$ cat src/rtl/lsu_if.sv
// Bundle of the CPU request/response channel and the data-memory port of the load/store unit.
interface lsu_if;
  logic        req_valid;
  logic        req_ready;
  logic        req_we;
  logic [2:0]  req_funct3;
  logic [31:0] req_addr;
  logic [31:0] req_wdata;
  logic        rsp_valid;
  logic        rsp_ready;
  logic [31:0] rsp_rdata;
  logic        rsp_err;
  logic [31:0] mem_addr;
  logic [31:0] mem_wdata;
  logic        mem_wen;
  logic [31:0] mem_rdata;

  // Environment side: CPU issuing requests and memory answering reads.
  modport master (
    output req_valid, req_we, req_funct3, req_addr, req_wdata, rsp_ready, mem_rdata,
    input  req_ready, rsp_valid, rsp_rdata, rsp_err, mem_addr, mem_wdata, mem_wen
  );

  // Controller side.
  modport slave (
    input  req_valid, req_we, req_funct3, req_addr, req_wdata, rsp_ready, mem_rdata,
    output req_ready, rsp_valid, rsp_rdata, rsp_err, mem_addr, mem_wdata, mem_wen
  );
endinterface

$ cat src/rtl/lsu_ctrl.sv
// RV32I load/store controller: one access at a time, sub-word stores done as
// read-modify-write on a word-wide memory with combinational read data.
module lsu_ctrl #(
  parameter int unsigned MEM_BYTES = 256
) (
  input logic clk,
  input logic rst_n,
  lsu_if.slave bus
);

  localparam logic [1:0] IDLE   = 2'd0;
  localparam logic [1:0] ACCESS = 2'd1;
  localparam logic [1:0] WRITE  = 2'd2;
  localparam logic [1:0] DONE   = 2'd3;

  logic [1:0]  state;
  logic        we;
  logic [2:0]  f3;
  logic [31:0] addr;
  logic [31:0] wdata;
  logic [31:0] merged;
  logic [31:0] rdata_q;
  logic        err_q;

  logic        req_err;
  logic [7:0]  sel_b;
  logic [15:0] sel_h;
  logic [31:0] load_val;
  logic [31:0] merge_val;

  always_comb begin
    req_err = 1'b0;
    case (bus.req_funct3)
      3'b011, 3'b110, 3'b111: req_err = 1'b1;
      3'b001, 3'b101:         req_err = bus.req_addr[0];
      3'b010:                 req_err = (bus.req_addr[1:0] != 2'b00);
      default:                req_err = 1'b0;
    endcase
    if (bus.req_addr >= 32'(MEM_BYTES))
      req_err = 1'b1;
  end

  always_comb begin
    sel_b = bus.mem_rdata[{addr[1:0], 3'b000} +: 8];
    sel_h = bus.mem_rdata[{addr[1], 4'b0000} +: 16];
    case (f3)
      3'b000:  load_val = {{24{sel_b[7]}}, sel_b};
      3'b001:  load_val = {{16{sel_h[15]}}, sel_h};
      3'b100:  load_val = {24'd0, sel_b};
      3'b101:  load_val = {16'd0, sel_h};
      default: load_val = bus.mem_rdata;
    endcase
  end

  always_comb begin
    merge_val = bus.mem_rdata;
    if (f3[1:0] == 2'b00)
      merge_val[{addr[1:0], 3'b000} +: 8] = wdata[7:0];
    else
      merge_val[{addr[1], 4'b0000} +: 16] = wdata[15:0];
  end

  always_ff @(posedge clk or negedge rst_n) begin
    if (!rst_n) begin
      state   <= IDLE;
      we      <= 1'b0;
      f3      <= '0;
      addr    <= '0;
      wdata   <= '0;
      merged  <= '0;
      rdata_q <= '0;
      err_q   <= 1'b0;
    end else begin
      case (state)
        IDLE: begin
          if (bus.req_valid) begin
            we      <= bus.req_we;
            f3      <= bus.req_funct3;
            addr    <= bus.req_addr;
            wdata   <= bus.req_wdata;
            rdata_q <= '0;
            err_q   <= req_err;
            state   <= req_err ? DONE : ACCESS;
          end
        end
        ACCESS: begin
          if (!we) begin
            rdata_q <= load_val;
            state   <= DONE;
          end else if (f3[1:0] == 2'b10) begin
            state   <= DONE;
          end else begin
            merged  <= merge_val;
            state   <= WRITE;
          end
        end
        WRITE: state <= DONE;
        default: begin
          if (bus.rsp_ready) begin
            rdata_q <= '0;
            err_q   <= 1'b0;
            state   <= IDLE;
          end
        end
      endcase
    end
  end

  // Memory strobes are decoded from state so an asynchronous reset removes them at once.
  always_comb begin
    bus.req_ready = (state == IDLE);
    bus.rsp_valid = (state == DONE);
    bus.rsp_rdata = rdata_q;
    bus.rsp_err   = err_q;
    bus.mem_wen   = ((state == ACCESS) && we && (f3[1:0] == 2'b10)) || (state == WRITE);
    bus.mem_addr  = ((state == ACCESS) || (state == WRITE)) ? {addr[31:2], 2'b00} : '0;
    if (state == WRITE)
      bus.mem_wdata = merged;
    else if (bus.mem_wen)
      bus.mem_wdata = wdata;
    else
      bus.mem_wdata = '0;
  end

endmodule

$ cat src/flat_wrapper.sv
// flat-port wrapper written by rule: the top's interface ports become plain ports
module lsu_ctrl_flat 
#(
  parameter int unsigned MEM_BYTES = 256
)
  (clk, rst_n, bus_req_valid, bus_req_we, bus_req_funct3, bus_req_addr, bus_req_wdata, bus_rsp_ready, bus_mem_rdata, bus_req_ready, bus_rsp_valid, bus_rsp_rdata, bus_rsp_err, bus_mem_addr, bus_mem_wdata, bus_mem_wen);
  lsu_if bus_i ();
  input logic clk;
  input logic rst_n;
  input wire logic [$bits(bus_i.req_valid)-1:0] bus_req_valid;
  input wire logic [$bits(bus_i.req_we)-1:0] bus_req_we;
  input wire logic [$bits(bus_i.req_funct3)-1:0] bus_req_funct3;
  input wire logic [$bits(bus_i.req_addr)-1:0] bus_req_addr;
  input wire logic [$bits(bus_i.req_wdata)-1:0] bus_req_wdata;
  input wire logic [$bits(bus_i.rsp_ready)-1:0] bus_rsp_ready;
  input wire logic [$bits(bus_i.mem_rdata)-1:0] bus_mem_rdata;
  output wire logic [$bits(bus_i.req_ready)-1:0] bus_req_ready;
  output wire logic [$bits(bus_i.rsp_valid)-1:0] bus_rsp_valid;
  output wire logic [$bits(bus_i.rsp_rdata)-1:0] bus_rsp_rdata;
  output wire logic [$bits(bus_i.rsp_err)-1:0] bus_rsp_err;
  output wire logic [$bits(bus_i.mem_addr)-1:0] bus_mem_addr;
  output wire logic [$bits(bus_i.mem_wdata)-1:0] bus_mem_wdata;
  output wire logic [$bits(bus_i.mem_wen)-1:0] bus_mem_wen;
  assign bus_i.req_valid = bus_req_valid;
  assign bus_i.req_we = bus_req_we;
  assign bus_i.req_funct3 = bus_req_funct3;
  assign bus_i.req_addr = bus_req_addr;
  assign bus_i.req_wdata = bus_req_wdata;
  assign bus_i.rsp_ready = bus_rsp_ready;
  assign bus_i.mem_rdata = bus_mem_rdata;
  assign bus_req_ready = bus_i.req_ready;
  assign bus_rsp_valid = bus_i.rsp_valid;
  assign bus_rsp_rdata = bus_i.rsp_rdata;
  assign bus_rsp_err = bus_i.rsp_err;
  assign bus_mem_addr = bus_i.mem_addr;
  assign bus_mem_wdata = bus_i.mem_wdata;
  assign bus_mem_wen = bus_i.mem_wen;
  lsu_ctrl #(.MEM_BYTES(MEM_BYTES)) u_core (.clk(clk), .rst_n(rst_n), .bus(bus_i));
endmodule
$ cat config.mk
export PLATFORM = sky130hd
export DESIGN_NAME = lsu_ctrl_flat
export DESIGN_NICKNAME = d
export VERILOG_FILES = /design/src/rtl/lsu_if.sv /design/src/rtl/lsu_ctrl.sv /design/src/flat_wrapper.sv
export SDC_FILE = /design/constraint.sdc
export NUM_CORES = 1
export LEC_CHECK = 0
export ABC_AREA = 1
export CORE_ASPECT_RATIO = 1.25
export CORE_UTILIZATION = 49
export CTS_CLUSTER_SIZE = 20
export DETAILED_ROUTE_END_ITERATION = 6
export GPL_TIMING_DRIVEN = 1
export PLACE_DENSITY = 0.86
export SYNTH_ARGS = -nofsm -noshare
export SYNTH_HDL_FRONTEND = slang
export SYNTH_SLANG_ARGS = --single-unit
$ cat constraint.sdc
create_clock -name clk -period 3.2 [get_ports clk]
set_clock_uncertainty 0.2 [all_clocks]
set_input_delay 0.8 -clock clk [delete_from_list [all_inputs] [get_ports clk]]
set_output_delay 0.8 -clock clk [all_outputs]
set_load 0.01 [all_outputs]
; Yosys cells after proc, flatten, opt, wreduce, memory -nomap -nowiden
; Cells that the tools add are included.
[totals]
regBits = 135
output_inout_bits = 100
[op_classes]
addsub = 2
magnitude_cmp = 1
n_eq_ne = 15
shift = 6
n_mux = 22
bitwise_logic = 3
reduce_logical = 19
[ops]
columns = operator, n
row1 = two-way mux 32 bit, 7
row2 = one-hot mux 32 bit (4 select lines), 1
row3 = one-hot mux 32 bit (3 select lines), 1
row4 = bitwise mux 32 bit, 2
row5 = "greater-or-equal comparator 32 x 9 -> 1 bit, second input constant", 1
row6 = "variable shift 16 x 7 -> 32 bit, first input constant", 1
row7 = "variable shift 8 x 7 -> 32 bit, first input constant", 1
row8 = indexed part select 16 x 7 -> 32 bit, 1
row9 = indexed part select 32 x 6 -> 16 bit, 1
row10 = indexed part select 32 x 6 -> 8 bit, 1
row11 = indexed part select 8 x 7 -> 32 bit, 1
row12 = "equality test 3 bit, second input constant", 5
row13 = negator 5 -> 7 bit, 2
row14 = two-way mux 2 bit, 4
row15 = "equality test 2 bit, second input constant", 3
row16 = "equality test 3 x 1 -> 1 bit, second input constant", 2
row17 = "equality test 3 x 2 -> 1 bit, second input constant", 2
row18 = one-hot mux 2 bit (3 select lines), 1
row19 = AND reduction 3 bit, 2
row20 = logical NOT 2 bit, 2
row21 = two-way mux 1 bit, 4
row22 = "!= test 2 bit, second input constant", 2
row23 = AND reduction 2 bit, 2
row24 = AND reduction 4 bit, 1
row25 = 12 further kinds, 18

; Longest topological paths before layout
; Gate-level depths: netlist of run 1.
[logic_depth]
word_depth = 7
ltp_mapped = 11
mapped_depth_nobuf = 11

; Least setup slack after synthesis of run 1
; Ideal clock, no wire load.
[synth_path]
path_type = register to output
from = register u_core.state[0]
to = output bus_mem_wdata[22]
t_arrival_ns = 1.535
slack_ns = 0.665
stages_incl_launch_ff = 9
path_buffers = 2
path_cell_list = dfrtp_1 inv_1 ha_1 inv_1 buf_2 a21oi_2 buf_2 nand3_1 o21ai_0
[synth_via]
elab_chain_cells = 6
elab_cells_between_ends = 7
cone_classes = 2 x eq/ne / 2 x mux / 3 x reduce/logical
[synth_lines]
columns = element, line
row1 = start: declaration, lsu_ctrl.sv:16  ; logic [1:0] state;
row2 = start signal: assignment, lsu_ctrl.sv:83  ; state <= req_err ? DONE : ACCESS;
row3 = equality test 2 x 1 -> 1 bit, lsu_ctrl.sv:115  ; bus.mem_wen = ((state == ACCESS) && we && (f3[1:0] == 2'b10)) || (state == WRITE);
row4 = logical AND 1 bit (2 in series), lsu_ctrl.sv:115
row5 = logical OR 1 bit *, lsu_ctrl.sv:115
row6 = via bus_mem_wen, flat_wrapper.sv:23  ; output wire logic [$bits(bus_i.mem_wen)-1:0] bus_mem_wen;
row7 = two-way mux 32 bit *, lsu_ctrl.sv:119  ; else if (bus.mem_wen)
row8 = two-way mux 32 bit *, lsu_ctrl.sv:117  ; if (state == WRITE)
row9 = end: declaration, flat_wrapper.sv:22  ; output wire logic [$bits(bus_i.mem_wdata)-1:0] bus_mem_wdata;
; The timed path passes the listed nets; every way through them passes the cells marked *.

; Worst setup path after layout of run 1
[layout_path]
from = register u_core.state[0]
to = output bus_mem_wdata[17]
[layout_via]
elab_chain_cells = 6
elab_cells_between_ends = 7
cone_classes = 2 x eq/ne / 2 x mux / 3 x reduce/logical
[layout_lines]
columns = element, line
row1 = equality test 2 x 1 -> 1 bit, lsu_ctrl.sv:115
row2 = logical AND 1 bit (2 in series), lsu_ctrl.sv:115
row3 = logical OR 1 bit, lsu_ctrl.sv:115
row4 = two-way mux 32 bit, lsu_ctrl.sv:119
row5 = two-way mux 32 bit *, lsu_ctrl.sv:117
; Every way passes the cells marked *; elsewhere a longest branch is shown, timed or not.

==> flow_metrics.py, run 1 <==
metrics = {
    "floorplan": {
        "pin_count": 204,
        "dieArea_sq_um": 15900,
        "floorplan.initialDensity_pct": 50.2,
        "rows": 50,
        "horizontal_extent_of_the_die_um": 113,
        "floorplan.core_area_sq_um": 15000,
        "die_height_um": 141,
    },
    "power_and_ir_drop": {
        "max-vdd-ir-drop_uv": 564,
        "p_leak_nw": 5.00,
        "power-per-cell-area_nw_per_um2": 1030,
    },
    "timing": {
        "smallest_setup_slack_after_layout_ns": 0.0559,
        "max_freq_mhz": 318,
        "final_period_minus_worst_setup_slack_ns": 3.14,
        "tightest_slew_ns": 0.645,
        "slew_headroom_pct": 57.0,
        "rsz0062_at_grt": "true",
        "final.period_utilization_pct": 98.3,
        "slew_viol_final": 0,
        "whs_ns": 0.140,
        "finalHoldViolCount": 0,
        "setup_violations": 0,
    },
    "synth": {
        "synth_flop_cell": "sky130_fd_sc_hd__dfrtp_1",
        "synthesis.instances": 957,
        "synth.lib_cells_used.distinct": 29,
        "synth_area_leader_cell": "sky130_fd_sc_hd__dfrtp_1",
        "synthTopCellsByCount": "sky130_fd_sc_hd__nand2_1, sky130_fd_sc_hd__o21ai_0, sky130_fd_sc_hd__dfrtp_1, sky130_fd_sc_hd__inv_1, sky130_fd_sc_hd__a21oi_1",
        "synth_async_sr_flop_share_pct": 100,
        "post_synth_main_area_contributors": "sky130_fd_sc_hd__dfrtp_1, sky130_fd_sc_hd__o21ai_0, sky130_fd_sc_hd__nand2_1",
        "register_area_share_after_synthesis_pct": 44.8,
        "synthesis.area_per_instance_sq_um": 7.88,
        "synthesis.yosys.warnings": 0,
        "mappedNetlistArea_sq_um": 7540,
        "yosysMostFrequentCell": "sky130_fd_sc_hd__nand2_1",
        "area_share_of_the_largest_cell_type_after_synthesis_pct": 44.8,
        "synth_seq_cells": 135,
        "synth-edff-count": 0,
    },
    "route": {
        "wl_mm": 22.8,
        "maxUsedRoutingLayer": "met4",
        "drt.antenna.violating_nets": 0,
        "drcViolationCount": 0,
        "m1WireLength_mm": 8.95,
        "drt_iter0_markers": 634,
        "met2_wirelength_mm": 10.7,
        "vias": 7432,
        "route.detailed.vias_per_inst": 5.57,
        "avgRoutedWirePerCell_um": 17.1,
        "drt_pass_1_iters": 6,
        "wl_met3_mm": 2.10,
    },
    "grt": {
        "grt_start_max_net_pins": 62,
        "gr-usage-all-layers_pct": 29.2,
        "grt_first_pass_wirelength_mm": 36.0,
        "grt_pass1_vias": 7143,
        "gr_overflow_total": 0,
        "grt_antenna_before_repair": 0,
    },
    "place": {
        "place_ws_ns": 0.222,
        "globalplace.congestion": 0.913,
        "portBuffers": 201,
        "post_dp_cell_area_sq_um": 9690,
        "hpwlAfterDp_mm": 16.4,
    },
    "outcome": {
        "status": "complete, no violations",
    },
    "critical_path": {
        "crit_path_max_incr_delay_ns": 0.37,
        "cpMostUsedCell": "sky130_fd_sc_hd__inv_1",
        "worst_path_max_delay_cell": "sky130_fd_sc_hd__dfrtp_1",
        "worstPathRequired_ns": 2.20,
        "timing.critical_path.to_type": "primary output",
        "worstPathCellList": "inv_1 > ha_2 > inv_1 > a21oi_4 > buf_12 > buf_6 > nand3_1 > o21ai_0 > dlygate4sd2_1",
        "startpoint_type_of_the_worst_setup_path": "register",
        "timing_worst_setup_path_type": "reg -> out",
        "path_max_fanout": 6,
        "cp.arrival_ns": 2.14,
    },
    "layout": {
        "post-route-cell-area_sq_um": 10400,
        "antenna_cells": 0,
        "multi_input_area_sq_um": 3430,
        "final-seq-area_sq_um": 3380,
        "nFillCells": 1168,
        "share_of_cells_above_drive_strength_1_pct": 12.1,
        "synthToLayoutAreaGrowth_pct": 37.3,
        "utilization_pct": 69.0,
        "layout.nets": 1253,
    },
    "clock_network": {
        "clock_tree.buffer_depth": 2,
        "tritoncts_num_sinks": 135,
        "clkTransAtPathRegs_ns": 0.06,
        "cts_inserted_buffers": 17,
        "tritoncts": "yes",
        "h-tree-depth": 4,
        "worst_skew_pair.late_latency_ns": 0.43,
        "cts-root-buf": "sky130_fd_sc_hd__clkbuf_16",
    },
    "flow_run": {
        "cap_violations": 0,
    },
    "worst_hold_path": {
        "holdCritPathClass": "in -> async",
    },
}
-- cell families (layout without fill, tap and decap cells) --
group / after synthesis / in the layout / share of synthesized area (%)
buf+inv: 187 / 382 / 10.2
fa+ha+maj: 9 / 9 / 1.49
mux: 51 / 51 / 7.61
flops: 135 / 135 / 44.8
other cells: 1 / 2 / 0.0497
simple gates: 306 / 306 / 17.2
compound gates: 268 / 268 / 18.7
-- final timing paths --
path / from / to / slack, ns / cells past startpoint
min in group clk: u_core.bus.rsp_rdata[23] / u_core.bus.rsp_rdata[23] / 0.28 / 2
worst max-delay path: u_core.state[0] / bus_mem_wdata[17] / 0.06 / 9
worst min register to register: u_core.bus.rsp_rdata[23] / u_core.bus.rsp_rdata[23] / 0.28 / 2
worst min-delay path: rst_n / u_core.addr[3] / 0.14 / 1
worst max register to register: u_core.addr[1] / u_core.merged[2] / 0.63 / 7
max in group asynchronous: rst_n / u_core.bus.rsp_rdata[31] / 1.98 / 2
-- sequential cells by signal, indices dropped and copies added (netlist names) --
signal                count
u_core.f3                 3
u_core.bus.rsp_rdata     32
u_core.bus.rsp_err        1
u_core.we                 1
u_core.wdata             32
u_core.state              2
u_core.merged            32
u_core.addr              32
-- per-layer routing --
metal	vias to the layer above	global-route usage, %
met3	73	8.17
met2	393	47.3
met5	-	0
met1	3452	35.1
li1	3514	-
met4	0	16.3
-- worst max-delay path: cells and delay by family, from the launching register on --
kind	cells	cell delay (ns)
AO/OA/AOI/OAI	2	0.26
flip-flops	1	0.37
buffers and inverters	5	0.76
AND/OR/NAND/NOR	1	0.08
adder cells (fa/ha/maj)	1	0.22
-- layout by cell type, fill, tap and decap left out, types with 2 or more instances in the layout --
cell type and n:
sky130_fd_sc_hd__mux2_2 51, sky130_fd_sc_hd__clkdlybuf4s15_1 13, sky130_fd_sc_hd__conb_1 2, sky130_fd_sc_hd__clkinv_2 3, sky130_fd_sc_hd__clkinvlp_4 3, sky130_fd_sc_hd__dlymetal6s2s_1 8
sky130_fd_sc_hd__inv_1 119, sky130_fd_sc_hd__a21oi_2 2, sky130_fd_sc_hd__clkdlybuf4s50_1 160, sky130_fd_sc_hd__a21oi_1 64, sky130_fd_sc_hd__nor2_2 2, sky130_fd_sc_hd__clkbuf_8 2
sky130_fd_sc_hd__clkbuf_16 19, sky130_fd_sc_hd__bufinv_16 2, sky130_fd_sc_hd__ha_1 7, sky130_fd_sc_hd__inv_2 5, sky130_fd_sc_hd__nand3_1 61, sky130_fd_sc_hd__o211ai_1 14
sky130_fd_sc_hd__o21ai_0 160, sky130_fd_sc_hd__o21ai_1 9, sky130_fd_sc_hd__nand4_1 8, sky130_fd_sc_hd__nor3_1 3, sky130_fd_sc_hd__clkbuf_1 2, sky130_fd_sc_hd__nand3_2 2
sky130_fd_sc_hd__o22ai_1 17, sky130_fd_sc_hd__nor2_1 48, sky130_fd_sc_hd__dfrtp_1 135, sky130_fd_sc_hd__nand2_1 171, sky130_fd_sc_hd__clkinv_4 2, sky130_fd_sc_hd__clkbuf_2 8
sky130_fd_sc_hd__or2_2 8, sky130_fd_sc_hd__buf_12 5, sky130_fd_sc_hd__buf_6 3, sky130_fd_sc_hd__dlygate4sd2_1 11, sky130_fd_sc_hd__buf_4 15
-- through the flow --
step	cells	TNS, ns	power (W)
2_1_floorplan	958	0	0.00622
3_3_place_gp	1298	0	0.00845
3_5_place_dp	1298	0	0.00862
4_1_cts	1330	0	0.0105
5_1_grt	1335	-0.0277	0.0113
6_report	1335	0	0.0106
-- cell type report --
type                    instances  area share [%]
flip-flops and latches        135            32.6
clock inverters                11            1.20
well taps                     182            2.20
clock buffers                  21            4.45
inverters                     125            4.53
multi-input cells             636            33.1
repair buffers                225            21.9
-- timing repair --
item,in CTS,in global routing
hold buffers,0,0
pin swaps,0,1
gates cloned,0,3
endpoints found under the setup margin,33,20
gates resized for setup,36,40
buffers inserted,0,2
-- report_power, final --
group / switching, W / leakage (nW) / total (W) / internal, W
clock network: 0.000760 / 0.279 / 0.00195 / 0.00119
registers: 0.000460 / 1.65 / 0.00294 / 0.00248
logic: 0.00327 / 3.07 / 0.00573 / 0.00246
total: 0.00449 / 5.00 / 0.0106 / 0.00613
Note: power is estimated with default switching activity, not from simulation.
==> inputs of run 2 (changes only) <==
CTS_CLUSTER_DIAMETER = 40   (was unset)
TNS_END_PERCENT = 10   (was unset)
==> run 2 against run 1 <==
Critical path type unchanged. Sequential share of layout area barely moved. Register-to-register slack barely moved. Die area did not move. First-iteration DRC count rose by 6.6%. Clock power barely moved. Sequential power barely moved. Core utilization rose by 0.067 points. Largest power group unchanged. Hold slack improved by 0.0010 ns. Count of clock-buffer cells in the layout did not move. Largest cell class unchanged. Setup slack improved by 0.0031 ns. Highest routed layer unchanged. Cell count did not move.
==> flow_metrics.py, run 2 (synthesis results as in run 1) <==
metrics = {
    "outcome": {
        "status": "complete, no violations",
    },
    "route": {
        "route.detailed.vias_per_inst": 5.56,
        "drt_iter0_markers": 676,
        "wl_mm": 22.9,
        "vias": 7426,
        "drt_pass_1_iters": 6,
        "drt.antenna.violating_nets": 0,
        "drcViolationCount": 0,
        "avgRoutedWirePerCell_um": 17.1,
    },
    "floorplan": {
        "horizontal_extent_of_the_die_um": 113,
        "pin_count": 204,
        "floorplan.core_area_sq_um": 15000,
        "die_height_um": 141,
        "dieArea_sq_um": 15900,
        "floorplan.initialDensity_pct": 50.2,
        "rows": 50,
    },
    "critical_path": {
        "critPathTopFamily": "buffers and inverters",
        "timing.critical_path.to_type": "primary output",
        "worst_path_max_delay_cell": "sky130_fd_sc_hd__dfrtp_1",
        "path_max_fanout": 6,
        "critical_path_buf_inv_count": 5,
        "worstPathCellList": "inv_1 > ha_2 > inv_1 > a21oi_4 > buf_12 > buf_6 > nand3_1 > o21ai_0 > dlygate4sd2_1",
        "startpoint_type_of_the_worst_setup_path": "register",
        "crit_path_max_incr_delay_ns": 0.37,
        "timing_worst_setup_path_type": "reg -> out",
        "worstPathRequired_ns": 2.20,
        "cpMostUsedCell": "sky130_fd_sc_hd__inv_1",
        "cp.arrival_ns": 2.14,
    },
    "grt": {
        "grt_pass1_vias": 7141,
        "grt_first_pass_wirelength_mm": 36.0,
        "gr_overflow_total": 0,
        "grt_start_max_net_pins": 62,
        "grt_antenna_before_repair": 0,
        "gr-usage-all-layers_pct": 29.2,
    },
    "timing": {
        "setup_violations": 0,
        "slew_viol_final": 0,
        "finalHoldViolCount": 0,
        "whs_ns": 0.141,
        "slew_headroom_pct": 56.4,
        "final.period_utilization_pct": 98.2,
        "rsz0062_at_grt": "true",
        "final_period_minus_worst_setup_slack_ns": 3.14,
        "tightest_slew_ns": 0.653,
        "max_freq_mhz": 318,
        "fin_tns_setup_ns": 0,
    },
    "clock_network": {
        "tritoncts_num_sinks": 135,
        "clkTransAtPathRegs_ns": 0.06,
        "cts_inserted_buffers": 17,
        "h-tree-depth": 4,
        "clock_tree.buffer_depth": 2,
        "cts-root-buf": "sky130_fd_sc_hd__clkbuf_16",
        "tritoncts": "yes",
        "cts.hold.buffers_added": 0,
        "worst_skew_pair.late_latency_ns": 0.43,
    },
    "power_and_ir_drop": {
        "max-vdd-ir-drop_uv": 564,
        "power-per-cell-area_nw_per_um2": 1030,
        "p_leak_nw": 5.00,
    },
    "place": {
        "hpwlAfterDp_mm": 16.4,
        "dpl.cell_count": 1298,
        "globalplace.congestion": 0.913,
        "portBuffers": 201,
    },
    "layout": {
        "share_of_cells_above_drive_strength_1_pct": 11.9,
        "layout.nets": 1253,
        "utilization_pct": 69.0,
        "nFillCells": 1167,
        "most_frequent_standard_cell_in_the_layout_excluding_fill_and_tap_cells": "sky130_fd_sc_hd__nand2_1",
        "final_cell_count_no_fill": 1335,
        "synthToLayoutAreaGrowth_pct": 37.4,
        "commonest_non_fill_non_tap_cells_in_the_layout": "sky130_fd_sc_hd__nand2_1, sky130_fd_sc_hd__o21ai_0, sky130_fd_sc_hd__clkdlybuf4s50_1",
        "antenna_cells": 0,
    },
    "worst_hold_path": {
        "holdCritPathClass": "in -> async",
    },
    "flow_run": {
        "cap_violations": 0,
    },
}
[run 2: cell count changes in the layout (fill, tap and decap cells not counted), sizes merged]
cell,previous run,this run
clkbuf,31,29
clkdlybuf4s15,13,15
[run 2: metrics by stage]
stage	power (W)	instance area, sq um	setup slack (ns)
floorplan	0.00622	7550	0.665
global placement	0.00845	9690	0.325
detailed placement	0.00862	9690	0.222
CTS	0.0105	10300	0.00801
global route	0.0114	10400	-0.0105
finish	0.0106	10400	0.0590
[run 2: area by class of cell]
| class | count | area (sq um) | area share, % |
|---|---|---|---|
| Inverter | 125 | 469 | 4.53 |
| Multi-Input combinational cell | 636 | 3430 | 33.1 |
| Sequential cell | 135 | 3380 | 32.6 |
| Timing Repair Buffer | 225 | 2270 | 21.9 |
| Clock inverter | 11 | 124 | 1.19 |
| Clock buffer | 21 | 460 | 4.44 |
| Tap cell | 182 | 228 | 2.20 |
[run 2: report_power, final]
group	total (W)	leakage, nW	switching, W	internal, W
registers	0.00294	1.65	0.000460	0.00248
clock network	0.00195	0.279	0.000759	0.00119
logic	0.00574	3.07	0.00327	0.00247
total	0.0106	5.00	0.00449	0.00614
[run 2: worst paths after layout]
kind	start	end	slack (ns)	depth (start not counted)
max	u_core.state[0]	bus_mem_wdata[17]	0.06	9
min	rst_n	u_core.addr[3]	0.14	1
max reg2reg	u_core.addr[1]	u_core.merged[2]	0.63	7
min reg2reg	u_core.bus.rsp_rdata[23]	u_core.bus.rsp_rdata[23]	0.28	2
max in group asynchronous	rst_n	u_core.bus.rsp_rdata[31]	1.98	2
min in group clk	u_core.bus.rsp_rdata[23]	u_core.bus.rsp_rdata[23]	0.28	2
[run 2: per-layer routing]
metal / GRT usage, % / part of all wire [%]
met1: 35.1 / 39
met2: 47.2 / 47
met3: 8.17 / 9.1
met4: 16.3 / 4.6
met5: 0 / 0
[run 2: repair_timing]
item,in CTS,in global routing
setup endpoints to repair,33,20
gates resized for setup,36,36
setup buffers,0,2
cloned,0,3
pin swaps,0,1
[run 2: worst reg2reg max path, cell delays in order (launching register included)]
cell and delay, ns:
sky130_fd_sc_hd__dfrtp_1 0.60, sky130_fd_sc_hd__clkinv_1 0.23, sky130_fd_sc_hd__ha_1 0.39, sky130_fd_sc_hd__nor2_1 0.50
sky130_fd_sc_hd__nand4_1 0.19, sky130_fd_sc_hd__o21ai_0 0.12, sky130_fd_sc_hd__o211ai_1 0.12, sky130_fd_sc_hd__o21ai_0 0.13
